`config.mk`:
```
export PLATFORM = sky130hd
export DESIGN_NAME = bp_me_lce_req_flit_scheduler_flat
export DESIGN_NICKNAME = d
export VERILOG_FILES = /design/src/rtl/bp_me_lce_req_flit_scheduler_pkg.sv /design/src/rtl/bp_me_lce_req_flit_scheduler_if.sv /design/src/rtl/bp_me_lce_req_flit_scheduler_arb.sv /design/src/rtl/bp_me_lce_req_flit_scheduler.sv /design/src/flat_wrapper.sv
export SDC_FILE = /design/constraint.sdc
export NUM_CORES = 1
export LEC_CHECK = 0
export ABC_CLOCK_PERIOD_IN_PS = 4700
export CAP_MARGIN = 25
export CORE_AREA = 2 2 226 228
export DETAILED_ROUTE_END_ITERATION = 16
export DIE_AREA = 0 0 228 230
export DONT_BUFFER_PORTS = 1
export PLACE_DENSITY_LB_ADDON = 0.2
export SKIP_CTS_REPAIR_TIMING = 1
export SLEW_MARGIN = 20
export SYNTH_ARGS = -nofsm -noshare
export SYNTH_HDL_FRONTEND = slang
export SYNTH_SLANG_ARGS = --single-unit
```
`constraint.sdc`:
```
create_clock -name clk_i -period 4.7 [get_ports clk_i]
set_input_delay 0.94 -clock clk_i [delete_from_list [all_inputs] [get_ports clk_i]]
set_output_delay 0.94 -clock clk_i [all_outputs]
set_load 0.02 [all_outputs]
```
`src/rtl/bp_me_lce_req_flit_scheduler_pkg.sv`:
```
// Shared definitions for the LCE request flit scheduler.
//   - bp_me_flit_sched_state_e : scheduler FSM state encoding
//   - ceil_div                 : flits needed to carry a packet
//   - len_lsb                  : bit position of the len field in a
//                                concentrator packet {payload, len, cid, cord}
package bp_me_lce_req_flit_scheduler_pkg;

    typedef enum logic [0:0] {
        e_idle = 1'b0,
        e_send = 1'b1
    } bp_me_flit_sched_state_e;

    function automatic int ceil_div(input int a, input int b);
        return (a + b - 1) / b;
    endfunction

    // cord sits at bit 0, cid directly above it, len directly above cid.
    function automatic int len_lsb(input int cord_w, input int cid_w);
        return cord_w + cid_w;
    endfunction

endpackage

```
`src/rtl/bp_me_lce_req_flit_scheduler_if.sv`:
```
// Bundle of the source-side and link-side signals of the flit scheduler.
//   packet_i         : num_req_p encoded packets, source k at slice k
//   v_i              : per-source packet valid
//   ready_and_o      : per-source ack, one-cycle pulse on last flit accept
//   link_data_o      : current flit
//   link_v_o         : flit valid
//   link_ready_and_i : link accepts the flit
//
// Handshake: a transfer happens on a rising edge where valid and ready are
// both high. Valid never depends combinationally on ready. A source whose
// v_i is granted must keep v_i high and packet_i stable until its
// ready_and_o pulse; the pulse marks the cycle its last flit is accepted.
interface bp_me_lce_req_flit_scheduler_if #(
    parameter int num_req_p      = 2,
    parameter int packet_width_p = 256,
    parameter int flit_width_p   = 64
);
    logic [num_req_p*packet_width_p-1:0] packet_i;
    logic [num_req_p-1:0]                v_i;
    logic [num_req_p-1:0]                ready_and_o;
    logic [flit_width_p-1:0]             link_data_o;
    logic                                link_v_o;
    logic                                link_ready_and_i;

    // Scheduler side.
    modport master (
        input  packet_i, v_i, link_ready_and_i,
        output ready_and_o, link_data_o, link_v_o
    );

    // Sources + link side.
    modport slave (
        output packet_i, v_i, link_ready_and_i,
        input  ready_and_o, link_data_o, link_v_o
    );
endinterface

```
`src/rtl/bp_me_lce_req_flit_scheduler_arb.sv`:
```
// Round-robin arbiter for the flit scheduler.
//   clk_i, reset_n_i : clock, synchronous active-low reset
//   grants_en_i      : allow a grant this cycle
//   reqs_i           : per-source requests
//   yumi_i           : granted packet fully consumed this cycle
//   yumi_idx_i       : index of the consumed source
//   v_o              : a grant is offered
//   sel_o            : first requester at or above the pointer, with wrap
// The pointer moves to one past the consumed source, so that source goes
// to the back of the line.
module bp_me_lce_req_flit_scheduler_arb #(
    parameter int num_req_p = 2
) (
    input  logic                         clk_i,
    input  logic                         reset_n_i,
    input  logic                         grants_en_i,
    input  logic [num_req_p-1:0]         reqs_i,
    input  logic                         yumi_i,
    input  logic [$clog2(num_req_p)-1:0] yumi_idx_i,
    output logic                         v_o,
    output logic [$clog2(num_req_p)-1:0] sel_o
);
    localparam int sel_width_lp = $clog2(num_req_p);

    logic [sel_width_lp-1:0] rr_ptr_r;

    function automatic logic [sel_width_lp-1:0] wrap_idx(input int base, input int off);
        int j;
        j = base + off;
        if (j >= num_req_p) j = j - num_req_p;
        return sel_width_lp'(j);
    endfunction

    // Walk offsets from farthest to nearest so the nearest requester wins.
    always_comb begin
        sel_o = '0;
        for (int i = num_req_p - 1; i >= 0; i--) begin
            if (reqs_i[wrap_idx(int'(rr_ptr_r), i)]) sel_o = wrap_idx(int'(rr_ptr_r), i);
        end
        v_o = grants_en_i & (|reqs_i);
    end

    always_ff @(posedge clk_i) begin
        if (!reset_n_i) begin
            rr_ptr_r <= '0;
        end else if (yumi_i) begin
            rr_ptr_r <= wrap_idx(int'(yumi_idx_i), 1);
        end
    end
endmodule

```
`src/rtl/bp_me_lce_req_flit_scheduler.sv`:
```
// Shares one coherence-NoC request link among num_req_p LCE request
// sources. A valid source is picked round-robin, its grant is held for the
// whole packet, the packet goes out as len+1 flits, and the source gets a
// one-cycle ack with its last flit.
//   clk_i, reset_n_i : clock, synchronous active-low reset
//   bus              : packets/valids/acks and link flit handshake
//   dbg_state        : current FSM state
module bp_me_lce_req_flit_scheduler
    import bp_me_lce_req_flit_scheduler_pkg::*;
#(
    parameter int num_req_p      = 2,
    parameter int packet_width_p = 256,
    parameter int flit_width_p   = 64,
    parameter int cord_width_p   = 8,
    parameter int cid_width_p    = 2,
    parameter int len_width_p    = 4
) (
    input  logic                          clk_i,
    input  logic                          reset_n_i,
    bp_me_lce_req_flit_scheduler_if.master bus,
    output bp_me_flit_sched_state_e       dbg_state
);
    localparam int max_flits_lp    = ceil_div(packet_width_p, flit_width_p);
    localparam int cnt_width_lp    = (max_flits_lp > 1) ? $clog2(max_flits_lp) : 1;
    localparam int sel_width_lp    = $clog2(num_req_p);
    localparam int len_lsb_lp      = len_lsb(cord_width_p, cid_width_p);
    localparam int padded_width_lp = max_flits_lp * flit_width_p;

    bp_me_flit_sched_state_e  state_r;
    logic [sel_width_lp-1:0]  sel_r;
    logic [cnt_width_lp-1:0]  len_r;
    logic [cnt_width_lp-1:0]  cnt_r;

    logic [packet_width_p-1:0]  src_packet [num_req_p];
    logic [padded_width_lp-1:0] padded;
    logic [len_width_p-1:0]     req_len;
    logic [cnt_width_lp-1:0]    len_sat;
    logic                       len_over;
    logic                       arb_v;
    logic [sel_width_lp-1:0]    arb_sel;
    logic                       hs;
    logic                       last_hs;

    for (genvar k = 0; k < num_req_p; k++) begin : g_unpack
        assign src_packet[k] = bus.packet_i[k*packet_width_p +: packet_width_p];
    end

    bp_me_lce_req_flit_scheduler_arb #(.num_req_p(num_req_p)) arb (
        .clk_i      (clk_i),
        .reset_n_i  (reset_n_i),
        .grants_en_i(state_r == e_idle),
        .reqs_i     (bus.v_i),
        .yumi_i     (last_hs),
        .yumi_idx_i (sel_r),
        .v_o        (arb_v),
        .sel_o      (arb_sel)
    );

    // A len that would index past the last flit is clamped to the last flit.
    assign req_len  = src_packet[arb_sel][len_lsb_lp +: len_width_p];
    assign len_over = 32'(req_len) >= 32'(max_flits_lp);
    assign len_sat  = len_over ? cnt_width_lp'(max_flits_lp - 1) : cnt_width_lp'(req_len);

    assign hs       = (state_r == e_send) & bus.link_ready_and_i;
    assign last_hs  = hs & (cnt_r == len_r);

    assign bus.link_v_o = (state_r == e_send);
    assign dbg_state    = state_r;

    // Zero-pad the packet to a whole number of flits so the tail flit reads
    // zero above packet_width_p.
    always_comb begin
        padded = '0;
        padded[packet_width_p-1:0] = src_packet[sel_r];
        bus.link_data_o = '0;
        if (state_r == e_send) begin
            bus.link_data_o = padded[int'(cnt_r)*flit_width_p +: flit_width_p];
        end
    end

    always_comb begin
        bus.ready_and_o = '0;
        if (last_hs) bus.ready_and_o[sel_r] = 1'b1;
    end

    always_ff @(posedge clk_i) begin
        if (!reset_n_i) begin
            state_r <= e_idle;
            sel_r   <= '0;
            len_r   <= '0;
            cnt_r   <= '0;
        end else begin
            case (state_r)
                e_idle: begin
                    if (arb_v) begin
                        len_fits: assert (!len_over)
                            else $warning("len %0d from source %0d clamped to %0d flits",
                                          req_len, arb_sel, max_flits_lp);
                        sel_r   <= arb_sel;
                        len_r   <= len_sat;
                        cnt_r   <= '0;
                        state_r <= e_send;
                    end
                end
                e_send: begin
                    if (hs) begin
                        if (cnt_r == len_r) state_r <= e_idle;
                        else                cnt_r   <= cnt_r + cnt_width_lp'(1);
                    end
                end
                default: state_r <= e_idle;
            endcase
        end
    end

    // Granted source must hold its request and its packet until acked.
    granted_valid: assert property (@(posedge clk_i) disable iff (!reset_n_i)
        (state_r == e_send) |-> bus.v_i[sel_r]);
    granted_stable: assert property (@(posedge clk_i) disable iff (!reset_n_i)
        (state_r == e_send && !last_hs) |=> $stable(src_packet[sel_r]));
endmodule
```
`src/flat_wrapper.sv`:
```
// flat-port wrapper written by rule: the top's interface ports become plain ports
module bp_me_lce_req_flit_scheduler_flat import bp_me_lce_req_flit_scheduler_pkg::*;
#(
    parameter int num_req_p      = 2,
    parameter int packet_width_p = 256,
    parameter int flit_width_p   = 64,
    parameter int cord_width_p   = 8,
    parameter int cid_width_p    = 2,
    parameter int len_width_p    = 4
)
  (clk_i, reset_n_i, dbg_state, bus_packet_i, bus_v_i, bus_link_ready_and_i, bus_ready_and_o, bus_link_data_o, bus_link_v_o);
  bp_me_lce_req_flit_scheduler_if #(.num_req_p(num_req_p), .packet_width_p(packet_width_p), .flit_width_p(flit_width_p)) bus_i ();
  input  logic clk_i;
  input  logic reset_n_i;
  output bp_me_flit_sched_state_e dbg_state;
  input wire logic [$bits(bus_i.packet_i)-1:0] bus_packet_i;
  input wire logic [$bits(bus_i.v_i)-1:0] bus_v_i;
  input wire logic [$bits(bus_i.link_ready_and_i)-1:0] bus_link_ready_and_i;
  output wire logic [$bits(bus_i.ready_and_o)-1:0] bus_ready_and_o;
  output wire logic [$bits(bus_i.link_data_o)-1:0] bus_link_data_o;
  output wire logic [$bits(bus_i.link_v_o)-1:0] bus_link_v_o;
  assign bus_i.packet_i = bus_packet_i;
  assign bus_i.v_i = bus_v_i;
  assign bus_i.link_ready_and_i = bus_link_ready_and_i;
  assign bus_ready_and_o = bus_i.ready_and_o;
  assign bus_link_data_o = bus_i.link_data_o;
  assign bus_link_v_o = bus_i.link_v_o;
  bp_me_lce_req_flit_scheduler #(.num_req_p(num_req_p), .packet_width_p(packet_width_p), .flit_width_p(flit_width_p), .cord_width_p(cord_width_p), .cid_width_p(cid_width_p), .len_width_p(len_width_p)) u_core (.clk_i(clk_i), .reset_n_i(reset_n_i), .bus(bus_i), .dbg_state(dbg_state));
endmodule
```
# Word level (Yosys, flattened, before mapping)
# Cells that the tools add are included.
# word_totals
input_bits	517
output_inout_bits	68
elab_cells	64
regBits	7
# classes
order_cmp	10
n_addsub	6
shifts	1
n_eq_ne	4
n_bitwise	6
reduce_logical	4
muxes	28
# op_table
operator	count
$mux 256	3
$shiftx 256x9->64	1
$mux 64	1
$mux 14	3
$mux 1	13
$mux 2	5
$ge 2x2->1 const B	4
$lt 1x2->1 const B	3
$add 1x1->2 const B	2
$ge 4x3->1 const B	1
$ne 2x2->1 const B	2
$not 1->2	2
$pmux 2 s2	1
$and 1x1->1	3
$reduce_and 3->1	1
$sub 1x1->1 const B	3
$add 2x1->2 const B	1
$eq 2x2->1	1
$ge 1x2->1 const B	1
$ne 2x1->1 const B	1
$pmux 1 s2	1
$reduce_and 2->1	1
$reduce_or 2->1	1
$demux 1 s1	1
other kinds (3)	3

# Logic depth before layout (Yosys ltp)
# depth
ltp_word	13
depth_mapped	6
mapped_depth_nobuf	4

# Modules after synthesis
# A second synthesis with hierarchy kept.
# hier_totals
hier_cells	495
area_unflattened_um2	4555.6
# modules_own_cells
mod	area_each_um2	seq_area_each_um2	cells_each	instances
bp_me_lce_req_flit_scheduler	4503.1	120.1	489	1
bp_me_lce_req_flit_scheduler_arb	52.6	20.0	6	1

# Worst setup path before layout
# Ideal clock, no wire load.
# synth_path
path_type	in2out
from	input bus_link_ready_and_i
to	output bus_ready_and_o[0]
slack_ps	2020
path_stages	2
arrival_time_ps	1740
t_required_ps	3760
path_buffers	0
path_cell_list	nand2_1 > nor4_1
# synth_via
elab_chain_cells	3
# synth_lines
item	line_no	source
start: declaration	flat_wrapper.sv:18	input wire logic [$bits(bus_i.link_ready_and_i)-1:0] bus_link_ready_and_i;
$and 1x1->1	bp_me_lce_req_flit_scheduler.sv:64	assign hs = (state_r == e_send) & bus.link_ready_and_i;
$and 1x1->1	bp_me_lce_req_flit_scheduler.sv:65	assign last_hs = hs & (cnt_r == len_r);
$mux 2	bp_me_lce_req_flit_scheduler.sv:83	if (last_hs) bus.ready_and_o[sel_r] = 1'b1;
end: declaration	flat_wrapper.sv:19	output wire logic [$bits(bus_i.ready_and_o)-1:0] bus_ready_and_o;
# No other way between the ends.

# Final worst setup path
# layout_path
from	register u_core.state_r (netlist: u_core.bus.link_v_o)
to	output bus_link_data_o[30]
# layout_via
elab_chain_cells	1
# layout_lines
item	line_no	source
start: declaration	bp_me_lce_req_flit_scheduler.sv:29	bp_me_flit_sched_state_e state_r;
start signal: assignment	bp_me_lce_req_flit_scheduler.sv:88	state_r <= e_idle;
start signal: assignment	bp_me_lce_req_flit_scheduler.sv:102	state_r <= e_send;
start signal: assignment	bp_me_lce_req_flit_scheduler.sv:107	if (cnt_r == len_r) state_r <= e_idle;
$mux 64	bp_me_lce_req_flit_scheduler.sv:76	if (state_r == e_send) begin
end: declaration	flat_wrapper.sv:20	output wire logic [$bits(bus_i.link_data_o)-1:0] bus_link_data_o;
# No other way between the ends.

==> summary.txt <==
Drt first-iter violations -> 280
Fmax -> 284 MHz
CP Data Arrival Time -> 2.58 ns
Routability Congestion -> 0.936
Total gr overflow -> 0
Critical path fanouts, max -> 33
Combinational Power Share -> 66.5%
CTS buffer count -> 3
Total track usage -> 7.81%
I/O pins -> 585
Top-count cell post-synth -> mux4_2
Min-Delay Path Class -> flop to flop
Clock Skew -> 0.00428 ns
Area share of the leading cell type in the synthesized netlist -> 70.2%
Root Buffer -> clkbuf_16
RSZ-0062 raised after global routing -> no
Critical Path RT -> 3.76 ns
Chip width -> 228 um
Area Growth Syn to Fin -> 19.6%
Distinct cells, synth -> 29
Die Height -> 230 um
Vias -> 3580
TritonCTS clock tree -> built
Final Hold Violating Endpoints -> 0
Synth Flop Type -> dfxtp_1
Cell Pwr Density -> 143 mW/mm^2
Starting density of the core -> 8.23%
Leak Pwr -> 1.18 nW
Max incr delay on CP -> 0.87 ns
Post-Route WL -> 23000 um
Setup ws final -> 1.18 ns
Power, Total -> 700 uW
Drt via density -> 3.82
Post-synth EDFFs -> 0
PortBufs -> 0
Fin crit period -> 3.52 ns
Die area -> 0.0524 sq mm
Row count -> 82
Area of placed instances -> 0.00477 sq mm
Count of buffer and inverter cells on the critical path -> 1
Pint -> 417 uW
First-pass GRT wire length -> 30300 um
Clock buffer depth -> 2
Fin. max-slew vios -> 0
CP top delay family -> flip-flops
Asr flop ratio synth -> 0%
DRT Pass-1 Iters -> 4
Crit-path slowest cell -> dfxtp_1
H-tree levels -> 1
Largest area contributor in the netlist -> mux4_2
Sw frac -> 40.4%
Main area contributors after synthesis -> mux4_2 (70%), a22o_1 (14%), dfxtp_1 (3.4%), buf_6 (2.2%), buf_2 (2.0%)
Mapped Area -> 0.00410 sq mm
Vias in the first global route -> 3765
CTS sink count -> 7
Status -> finished clean
Kind of critical path -> flop to primary output
Drt wl/cell -> 24.5 um
Syn_nets -> 806
#FFs+latches synth -> 7
Crit-path cells -> and2_2, buf_12, a22o_1
Critical path launch point type -> flop
Largest net degree at the start of global routing -> 132
Reg clk slew, reported paths -> 0.04 ns
Nets -> 771
Initial antenna violation count -> 24
Max-cap violations -> 0
Switch Pwr -> 283 uW
Clk pwr share -> 21.2%
Maximum vdd drop -> 0.136 mV
Post-route cell area -> 0.00491 sq mm
Syn_area_per_cell -> 14.2 sq um
Ys Warns -> 0
DPL Wire Length -> 19900 um
DRC viols -> 0
Period utilisation layout -> 74.8%
Syn Inst Count -> 289
Synth top cells by count -> mux4_2 (128), a22o_1 (64), buf_2 (16), clkbuf_1 (16), buf_6 (8)
Skew-Pair Late Insertion Delay -> 0.23 ns
Reg power frac -> 12.2%
CORE AREA -> 0.0499 sq mm
Sequential area share after synthesis -> 3.41%
Setup TNS -> 0 ns
# setup viols final -> 0
Antenna Nets Post-Route -> 0
Worst Setup End Kind -> primary output
Worst slack, placed -> 1.36 ns
Layout cells sized above 1 -> 56.5%
Relative slew slack -> 37.2%
Worst slew pin tran -> 0.942 ns
==> final timing paths <==
path                         endpoint           startpoint  slack [ns]  cells after the start
setup / recovery  bus_link_data_o[30]  u_core.bus.link_v_o        1.18                      3
hold / removal    u_core.arb.rr_ptr_r  u_core.arb.rr_ptr_r        0.55                      2
setup reg to reg  u_core.arb.rr_ptr_r      u_core.cnt_r[0]        2.63                      4
hold reg to reg   u_core.arb.rr_ptr_r  u_core.arb.rr_ptr_r        0.55                      2
==> tightest hold or removal path, stage by stage, from the launching register on <==
cell and delay (ns):
dfxtp_1 0.33, o21ai_0 0.09, nor2_1 0.08
==> cell usage in the layout, fill, tap and decap left out, drive strengths merged <==
cell	netlist	routed
mux4	128	128
a22o	64	64
diode	0	13
nor2	7	7
dfxtp	7	7
buf	29	6
nor3	5	5
o21ai	5	5
nand2	4	4
clkbuf	17	4
and2	3	3
xor2	2	2
a21oi	2	2
inv	2	2
nor2b	2	2
nor4	2	2
mux2	1	1
nand2b	1	1
or2	1	1
o2111ai	1	1
o41ai	1	1
nor4b	1	1
a211oi	1	1
nand3	1	1
and3	1	1
o31a	1	1
==> flip-flops by register name (all words and copies together) (netlist names) <==
name,count
u_core.sel_r,1
u_core.len_r,2
u_core.cnt_r,2
u_core.bus.link_v_o,1
u_core.arb.rr_ptr_r,1
==> kinds of logic after synthesis <==
| kind of cell | Yosys count | synth area share [%] |
|---|---|---|
| flip-flops | 7 | 3.41 |
| XOR/XNOR | 2 | 0.427 |
| buffers and inverters | 48 | 6.83 |
| multiplexers | 129 | 70.5 |
| AO/OA/AOI/OAI | 75 | 15.3 |
| AND/OR/NAND/NOR | 28 | 3.48 |
==> power groups by stage <==
| stage | Clock [mW] | Sequential (mW) | Combinational, mW |
|---|---|---|---|
| after floorplan | 0 | 0.0687 | 0.427 |
| after global placement | 0 | 0.0854 | 0.458 |
| after detailed placement | 0 | 0.0867 | 0.464 |
| after CTS | 0.151 | 0.0858 | 0.465 |
| after global routing | 0.154 | 0.0872 | 0.492 |
| final | 0.149 | 0.0857 | 0.466 |
==> final cells by class <==
| type | count | area [sq um] |
|---|---|---|
| antenna | 13 | 32.5 |
| clock buffer | 4 | 78.8 |
| fill | 5690 | 45000 |
| inverter | 2 | 7.51 |
| multi-input combinational | 234 | 3700 |
| sequential | 7 | 148 |
| tap | 672 | 841 |
| timing repair buffer | 6 | 103 |
==> through the flow <==
step	instances	hold slack, ns	utilization (%)
global route	937	0.619	9.84
detailed placement	920	0.537	9.57
global placement	920	0.525	9.57
finish	938	0.548	9.84
CTS	924	0.547	9.72
floorplan	289	0.500	-
==> layer usage <==
layer  global-route usage [%]  routed length [um]
met5                        0                  46
met4                     3.06                 787
met3                     3.47                3290
met2                     12.6               11000
met1                     9.09                7850
Power figures use the tool's default switching activity.
